<file path="config.mk">
export PLATFORM = sky130hd
export DESIGN_NAME = cond_logic
export DESIGN_NICKNAME = d
export VERILOG_FILES = /design/src/rtl/cond_pkg.sv /design/src/rtl/cond_check.sv /design/src/rtl/cond_logic.sv
export SDC_FILE = /design/constraint.sdc
export NUM_CORES = 1
export LEC_CHECK = 0
export BUFFER_PORTS_ARGS = -buffer_cell sky130_fd_sc_hd__buf_2
export CAP_MARGIN = 20
export CORE_AREA = 2 2 39 41
export CTS_BUF_LIST = sky130_fd_sc_hd__clkbuf_16
export CTS_CLUSTER_DIAMETER = 40
export CTS_CLUSTER_SIZE = 24
export DETAILED_ROUTE_END_ITERATION = 7
export DIE_AREA = 0 0 41 43
export PLACE_DENSITY = 0.59
export SLEW_MARGIN = 20
export SYNTH_ARGS = -nofsm -noshare
export SYNTH_HDL_FRONTEND = slang
export SYNTH_SLANG_ARGS = --single-unit
</file>
<file path="constraint.sdc">
create_clock -name clk -period 2.5 [get_ports clk]
set_input_delay 0.5 -clock clk [delete_from_list [all_inputs] [get_ports clk]]
set_output_delay 0.5 -clock clk [all_outputs]
set_load 0.1 [all_outputs]
</file>
<file path="src/rtl/cond_pkg.sv">
// Shared types and constants for the conditional-execution stage:
// ARM condition codes, NZCV bit positions and FlagW encodings.
package cond_pkg;

  typedef enum logic [3:0] {
    EQ = 4'b0000,
    NE = 4'b0001,
    CS = 4'b0010,
    CC = 4'b0011,
    MI = 4'b0100,
    PL = 4'b0101,
    VS = 4'b0110,
    VC = 4'b0111,
    HI = 4'b1000,
    LS = 4'b1001,
    GE = 4'b1010,
    LT = 4'b1011,
    GT = 4'b1100,
    LE = 4'b1101,
    AL = 4'b1110,
    NV = 4'b1111
  } cond_e;

  localparam int FLAG_N = 3;
  localparam int FLAG_Z = 2;
  localparam int FLAG_C = 1;
  localparam int FLAG_V = 0;

  localparam logic [1:0] FLAGW_NZ  = 2'b10;
  localparam logic [1:0] FLAGW_ALL = 2'b11;

endpackage

</file>
<file path="src/rtl/cond_check.sv">
// Combinational condition evaluation: instruction condition field against
// the registered NZCV flags.
module cond_check
  import cond_pkg::*;
(
  input  logic [3:0] Cond,
  input  logic [3:0] Flags,
  output logic       CondEx
);

  logic n;
  logic z;
  logic c;
  logic v;

  assign n = Flags[FLAG_N];
  assign z = Flags[FLAG_Z];
  assign c = Flags[FLAG_C];
  assign v = Flags[FLAG_V];

  always_comb begin
    CondEx = 1'b0;
    case (cond_e'(Cond))
      EQ: CondEx = z;
      NE: CondEx = !z;
      CS: CondEx = c;
      CC: CondEx = !c;
      MI: CondEx = n;
      PL: CondEx = !n;
      VS: CondEx = v;
      VC: CondEx = !v;
      HI: CondEx = c & !z;
      LS: CondEx = !c | z;
      GE: CondEx = (n == v);
      LT: CondEx = (n != v);
      GT: CondEx = !z & (n == v);
      LE: CondEx = z | (n != v);
      AL: CondEx = 1'b1;
      NV: CondEx = 1'b0; // never-execute
      default: CondEx = 1'b0;
    endcase
  end

endmodule

</file>
<file path="src/rtl/cond_logic.sv">
// Conditional-execution stage: NZCV flag register, condition check and
// write-strobe gating. COND_PERF_CNT_EN adds saturating exec/skip counters.
module cond_logic
  import cond_pkg::*;
#(
  parameter int CNT_W = 32
) (
  input  logic             clk,
  input  logic             rst_n,
  input  logic             en,
  input  logic [3:0]       Cond,
  input  logic [3:0]       ALUFlags,
  input  logic [1:0]       FlagW,
  input  logic             PCS,
  input  logic             RegW,
  input  logic             MemW,
  input  logic             NoWrite,
  output logic             PCSrc,
  output logic             RegWrite,
  output logic             MemWrite,
  output logic             CondEx,
  output logic [3:0]       Flags
`ifdef COND_PERF_CNT_EN
  ,
  input  logic             CntClr,
  output logic [CNT_W-1:0] ExecCount,
  output logic [CNT_W-1:0] SkipCount
`endif
);

  if (CNT_W < 1) begin : g_bad_cnt_w
    $error("cond_logic: CNT_W must be at least 1");
  end

  logic retire;
  logic flag_we_nz;
  logic flag_we_cv;

  cond_check u_cond_check (
    .Cond   (Cond),
    .Flags  (Flags),
    .CondEx (CondEx)
  );

  // Evaluated against the current (old) flags; a flag write lands at the edge.
  assign retire     = en & CondEx;
  assign flag_we_nz = retire & ((FlagW & FLAGW_NZ) != 2'b00);
  assign flag_we_cv = retire & ((FlagW & (FLAGW_ALL ^ FLAGW_NZ)) != 2'b00);

  assign PCSrc    = rst_n & retire & PCS;
  assign RegWrite = rst_n & retire & RegW & !NoWrite;
  assign MemWrite = rst_n & retire & MemW;

  always_ff @(posedge clk) begin
    if (!rst_n) begin
      Flags <= 4'b0000;
    end else begin
      if (flag_we_nz) Flags[FLAG_N:FLAG_Z] <= ALUFlags[FLAG_N:FLAG_Z];
      if (flag_we_cv) Flags[FLAG_C:FLAG_V] <= ALUFlags[FLAG_C:FLAG_V];
    end
  end

`ifdef COND_PERF_CNT_EN
  localparam logic [CNT_W-1:0] CNT_MAX = '1;

  always_ff @(posedge clk) begin
    if (!rst_n || CntClr) begin
      ExecCount <= '0;
      SkipCount <= '0;
    end else if (en) begin
      if (CondEx) begin
        if (ExecCount != CNT_MAX) ExecCount <= ExecCount + CNT_W'(1);
      end else begin
        if (SkipCount != CNT_MAX) SkipCount <= SkipCount + CNT_W'(1);
      end
    end
  end
`endif

endmodule

</file>
# Word-level counts from Yosys, hierarchy flattened
# Index checks and enable logic that the tools add are counted.
dict set report totals {
  inputBits 17
  word_cells 38
  out_inout_bits 8
  reg_bits 4
}
dict set report op_classes {
  reduce_logical 6
  n_bitwise 12
  mux 1
  eq_ne 17
}
# op count
set ops {}
lappend ops {{$eq 4x4->1 const B} 8}
lappend ops {{$eq 4x3->1 const B} 4}
lappend ops {{$pmux 1 s16} 1}
lappend ops {{$and 1x1->1} 10}
lappend ops {{$eq 4x2->1 const B} 2}
lappend ops {{$logic_not 1->1} 5}
lappend ops {{$eq 4x1->1 const B} 1}
lappend ops {{$logic_not 4->1} 1}
lappend ops {{$or 1x1->1} 2}
lappend ops {{$eq 1x1->1} 1}
lappend ops {{$ne 1x1->1} 1}

# Longest topological paths before layout
dict set report depth {
  word_depth 7
  mapped_depth 6
}

# Cells and area by module
# From an unflattened synthesis, not the netlist that was laid out.
dict set report unflattened {
  cells_unflattened 48
  hier_area_um2 370.4
}
# mod n_inst area_per_inst_um2 cells_per_inst
set modules_own_cells {}
lappend modules_own_cells {cond_logic 1 215.2 25}
lappend modules_own_cells {cond_check 1 155.1 23}

# Worst setup path after synthesis
# No wires, ideal clock.
dict set report synth_timing {
  path_type {register to output}
  start {reg Flags[1]}
  end {out RegWrite}
  setup_slack_ns -1.494
  stages_incl_launch_ff 6
  t_arrival_ns 3.494
  required_ns 2.000
  path_cell_list {dfxtp_1 mux2i_1 xor2_1 a22o_1 nor2_2 and4b_1}
}
dict set report synth_between {
  elab_chain_len 7
  elab_cells_between_ends 8
  cone_classes {mux (1); bitwise (6); reduce/logical (1)}
}
# element line
set synth_rtl {}
lappend synth_rtl {{start, declared} cond_logic.sv:22} ;# output logic [3:0] Flags
lappend synth_rtl {{start signal, assigned by index} cond_logic.sv:58} ;# if (flag_we_nz) Flags[FLAG_N:FLAG_Z] <= ALUFlags[FLAG_N:FLAG_Z];
lappend synth_rtl {{start signal, assigned by index} cond_logic.sv:59} ;# if (flag_we_cv) Flags[FLAG_C:FLAG_V] <= ALUFlags[FLAG_C:FLAG_V];
lappend synth_rtl {{$logic_not 1->1} {cond_check.sv:27, cond_check.sv:33}}
lappend synth_rtl {{$or 1x1->1} cond_check.sv:33} ;# LS: CondEx = !c | z;
lappend synth_rtl {{$pmux 1 s16 *} cond_check.sv:23} ;# case (cond_e'(Cond))
lappend synth_rtl {{net CondEx} cond_logic.sv:21} ;# output logic CondEx,
lappend synth_rtl {{$and 1x1->1 *} cond_logic.sv:46} ;# assign retire = en & CondEx;
lappend synth_rtl {{$and 1x1->1 * (3 in a row)} cond_logic.sv:51} ;# assign RegWrite = rst_n & retire & RegW & !NoWrite;
lappend synth_rtl {{end, declared} cond_logic.sv:19} ;# output logic RegWrite,
# The timed path passes the listed nets; every way through them passes the cells marked *.

# Worst setup path after layout
dict set report layout_timing {
  start {in Cond[0]}
  end {out PCSrc}
}
dict set report layout_between {
  elab_chain_len 5
  elab_cells_between_ends 20
  cone_classes {eq/ne (15); mux (1); bitwise (3); reduce/logical (1)}
}
# element line
set layout_rtl {}
lappend layout_rtl {{start, declared} cond_logic.sv:11} ;# input logic [3:0] Cond,
lappend layout_rtl {{$eq 4x4->1, or another cell as far along} cond_check.sv:23}
lappend layout_rtl {{$pmux 1 s16 *} cond_check.sv:23}
lappend layout_rtl {{$and 1x1->1 *} cond_logic.sv:46}
lappend layout_rtl {{$and 1x1->1 * (2 in a row)} cond_logic.sv:50} ;# assign PCSrc = rst_n & retire & PCS;
lappend layout_rtl {{end, declared} cond_logic.sv:18} ;# output logic PCSrc,
# Mark *: on every way between the ends. The rest lies on a longest branch, timed or not.

==> metrics.md <==
| Metric | Value |
|---|---|
| CP max-delay cell | `o32a_1` |
| Die Area | `1760 um^2` |
| Synth Register Bits | `4` |
| First-pass GRT wire length | `1.55 mm` |
| CTS root buf | `clkbuf_16` |
| Routed vias/inst | `4.81` |
| Port bufs | `24` |
| Max_slew headroom | `68.0%` |
| Worst-skew pair later-pin latency | `220 ps` |
| Final ANT Viol Nets | `0` |
| CTS max path bufs | `2` |
| Worst-path cell chain | `buf_2 > nor2b_4 > o32a_1 > a311oi_2 > nor2_4 > and3_4 > clkbuf_4` |
| Initial Util | `28.8%` |
| Total of max-cap violations | `0` |
| Share of the synthesized area in the top cell type | `20.1%` |
| P per Cell Area | `657 nW/um^2` |
| CP arrival | `1910 ps` |
| Largest net degree at the start of global routing | `10` |
| Mean post-synth cell area | `8.47 um^2` |
| Launch point of the worst reg-to-reg path | `Flags[2]` |
| Die span in x | `41 um` |
| Drt first pass iters | `3` |
| GRT overflow | `0` |
| DR WL/cell | `10.3 um` |
| Vias in the first global route | `396` |
| Yosys top cell by area | `dfxtp_1` |
| Critical Path End Type | `output port` |
| Drt total wl | `937 um` |
| Post-DP HPWL | `792 um` |
| Clk_skew | `1.45 ps` |
| Total CTS buffers | `3` |
| Outcome | `completed` |
| GP Congestion | `0.648` |
| Seq/Total Area, Yosys | `20.1%` |
| Cell Rows | `14` |
| Nets@finish | `94` |
| Fin area | `682 um^2` |
| CTS tree | `done` |
| Num ports | `25` |
| Core footprint | `1380 um^2` |
| Post-CTS Setup Repair Bufs | `0` |
| Reg2Reg Setup Slack | `790 ps` |
| Placed cell areas | `594 um^2` |
| Final Setup Violations | `0` |
| Final Hold Fails | `0` |
| H-Tree Depth | `1` |
| Hold EP | `Flags[0]` |
| Clock-pin slew on the worst setup and hold paths | `30 ps` |
| Final Slew Violations | `0` |
| GRT Util Overall | `12.4%` |
| Power Total | `448 uW` |
| Max Freq | `0.415 GHz` |
| Slowest stage delay, CP | `330 ps` |
| RSZ-0062 raised after global routing | `false` |
| Crit path max fanout | `8` |
| P_leak | `0.314 nW` |
| Hold Path Stages | `2` |
| Maximum VDD drop | `0.419 mV` |
| Antenna diodes | `0` |
| Biggest regs | `Flags (4)` |
| Number of antenna violations at the first check in global routing | `0` |
| Drc violations | `0` |
| Syn Std Cell Area | `398 um^2` |
| DR vias | `438` |
| 1st-iter DRT viols | `1` |
| Worst hold path startpoint | `Flags[0]` |
| Synth area leaders | `dfxtp_1 (20%), mux2i_1 (18%), nand2_1 (9.4%)` |
| Synthesized net count | `64` |
| Final period util | `96.3%` |
| Final min period | `2410 ps` |
| Slew @ Worst Pin | `484 ps` |
| CP startpoint kind | `input port` |
| Ys Warns | `0` |
| Hold_buf cts | `0` |
| Area growth syn-to-layout | `71.4%` |
| Critical R2R Capture | `Flags[0]` |
| Distinct cells, synth | `25` |
| Setup CP Type | `input port to output port` |
| Reg2reg path depth | `6` |
| Top reg by flops | `Flags` |
| Fraction of layout instances using a drive strength above 1 | `58.7%` |
| Min-Delay Path Class | `flop to flop` |
| Clk sinks | `4` |
| Die Y | `43 um` |
| Worst EP required | `2000 ps` |
| Post-Syn Instances | `47` |
| Largest register FFs | `4` |
==> cell usage after synthesis (all sizes together) <==
cell type and number:
o211ai 1, or3b 1, nand2b 1, and3 2, xor2 2, mux2i 7
nor2b 2, nor3 2, nand3b 2, nand2 10, dfxtp 4, a22o 1
a311oi 1, xnor2 1, inv 1, nor2 2, o32a 1, nor3b 1
nand3 1, and2 1, buf 2, and4b 1
==> cell usage in the layout, fill, tap and decap left out, drive strengths merged <==
cell / Yosys / routed
nor2: 2 / 2
xor2: 2 / 2
buf: 2 / 25
o211ai: 1 / 1
and2: 1 / 1
xnor2: 1 / 1
a311oi: 1 / 1
o32a: 1 / 1
nor3b: 1 / 1
nor2b: 2 / 2
clkbuf: 0 / 5
and3: 2 / 2
and4b: 1 / 1
nand2: 10 / 10
or3b: 1 / 1
nor3: 2 / 2
nand2b: 1 / 1
dfxtp: 4 / 4
mux2i: 7 / 7
inv: 1 / 1
nand3: 1 / 1
a22o: 1 / 1
nand3b: 2 / 2
==> logic make-up (layout without fill, tap and decap cells) <==
logic type             after synthesis  after routing  synth area share [%]
multiplexers                         7              7                  17.6
buffers and inverters                3             31                  4.71
AO/OA/AOI/OAI                        4              4                  10.4
flip-flops                           4              4                  20.1
XOR/XNOR                             3              3                  6.60
AND/OR/NAND/NOR                     26             26                  40.6
==> through the flow <==
step                      setup WS, ps  hold WS [ps]  TNS (ps)  utilization [%]  std cells
after floorplan                   -298           620      -802                -         47
after global placement            23.8           481         0             42.9         88
after detailed placement          1.43           496         0             42.9         88
after CTS                         1.41           501         0             48.4         91
after global routing              11.2           526         0             49.3         91
final                             92.2           500         0             49.3         91
==> timing repair <==
item | 4_1_cts | 5_1_grt
setup endpoints to repair | 0 | 2
endpoints found under the hold margin | 0 | 0
resized for setup | 0 | 3
==> worst max-delay path by stage <==
stage | slack [ps] | startpoint | cells after the start | endpoint
2_1_floorplan | -300 | Cond[0] | 6 | RegWrite
3_3_place_gp | 20 | Cond[2] | 7 | PCSrc
3_5_place_dp | 1 | Cond[0] | 7 | PCSrc
4_1_cts | 1 | Cond[0] | 7 | PCSrc
5_1_grt | 10 | Cond[0] | 7 | PCSrc
6_report | 90 | Cond[0] | 7 | PCSrc
==> worst max-delay path, delay by kind of cell <==
| family | cells | cell delay [ps] |
|---|---|---|
| AOI/OAI and AO/OA | 2 | 640 |
| buffers and inverters | 2 | 410 |
| and+or+nand+nor | 3 | 360 |
==> cell type report <==
| class | count | area (um^2) |
|---|---|---|
| sequential | 4 | 95.1 |
| fill | 138 | 702 |
| multi-input combinational | 40 | 325 |
| tap | 16 | 20.0 |
| timing repair buffer | 27 | 163 |
| inverter | 1 | 3.75 |
| clock buffer | 3 | 75.1 |
==> layer usage <==
layer  share of wire (%)  GRT usage, %  up-vias
met2                  51          20.0       10
met1                  44          15.4      201
met4                   0          6.00        0
met3                 4.6          1.57        0
li1                    -             -      227
met5                   0             0        -
==> power by group <==
part | internal, mW | switching (mW)
clock network | 0.204 | 0.0437
logic | 0.0439 | 0.0856
registers | 0.0656 | 0.00487
total | 0.314 | 0.134
No activity file was read; power rests on OpenSTA's default activity.
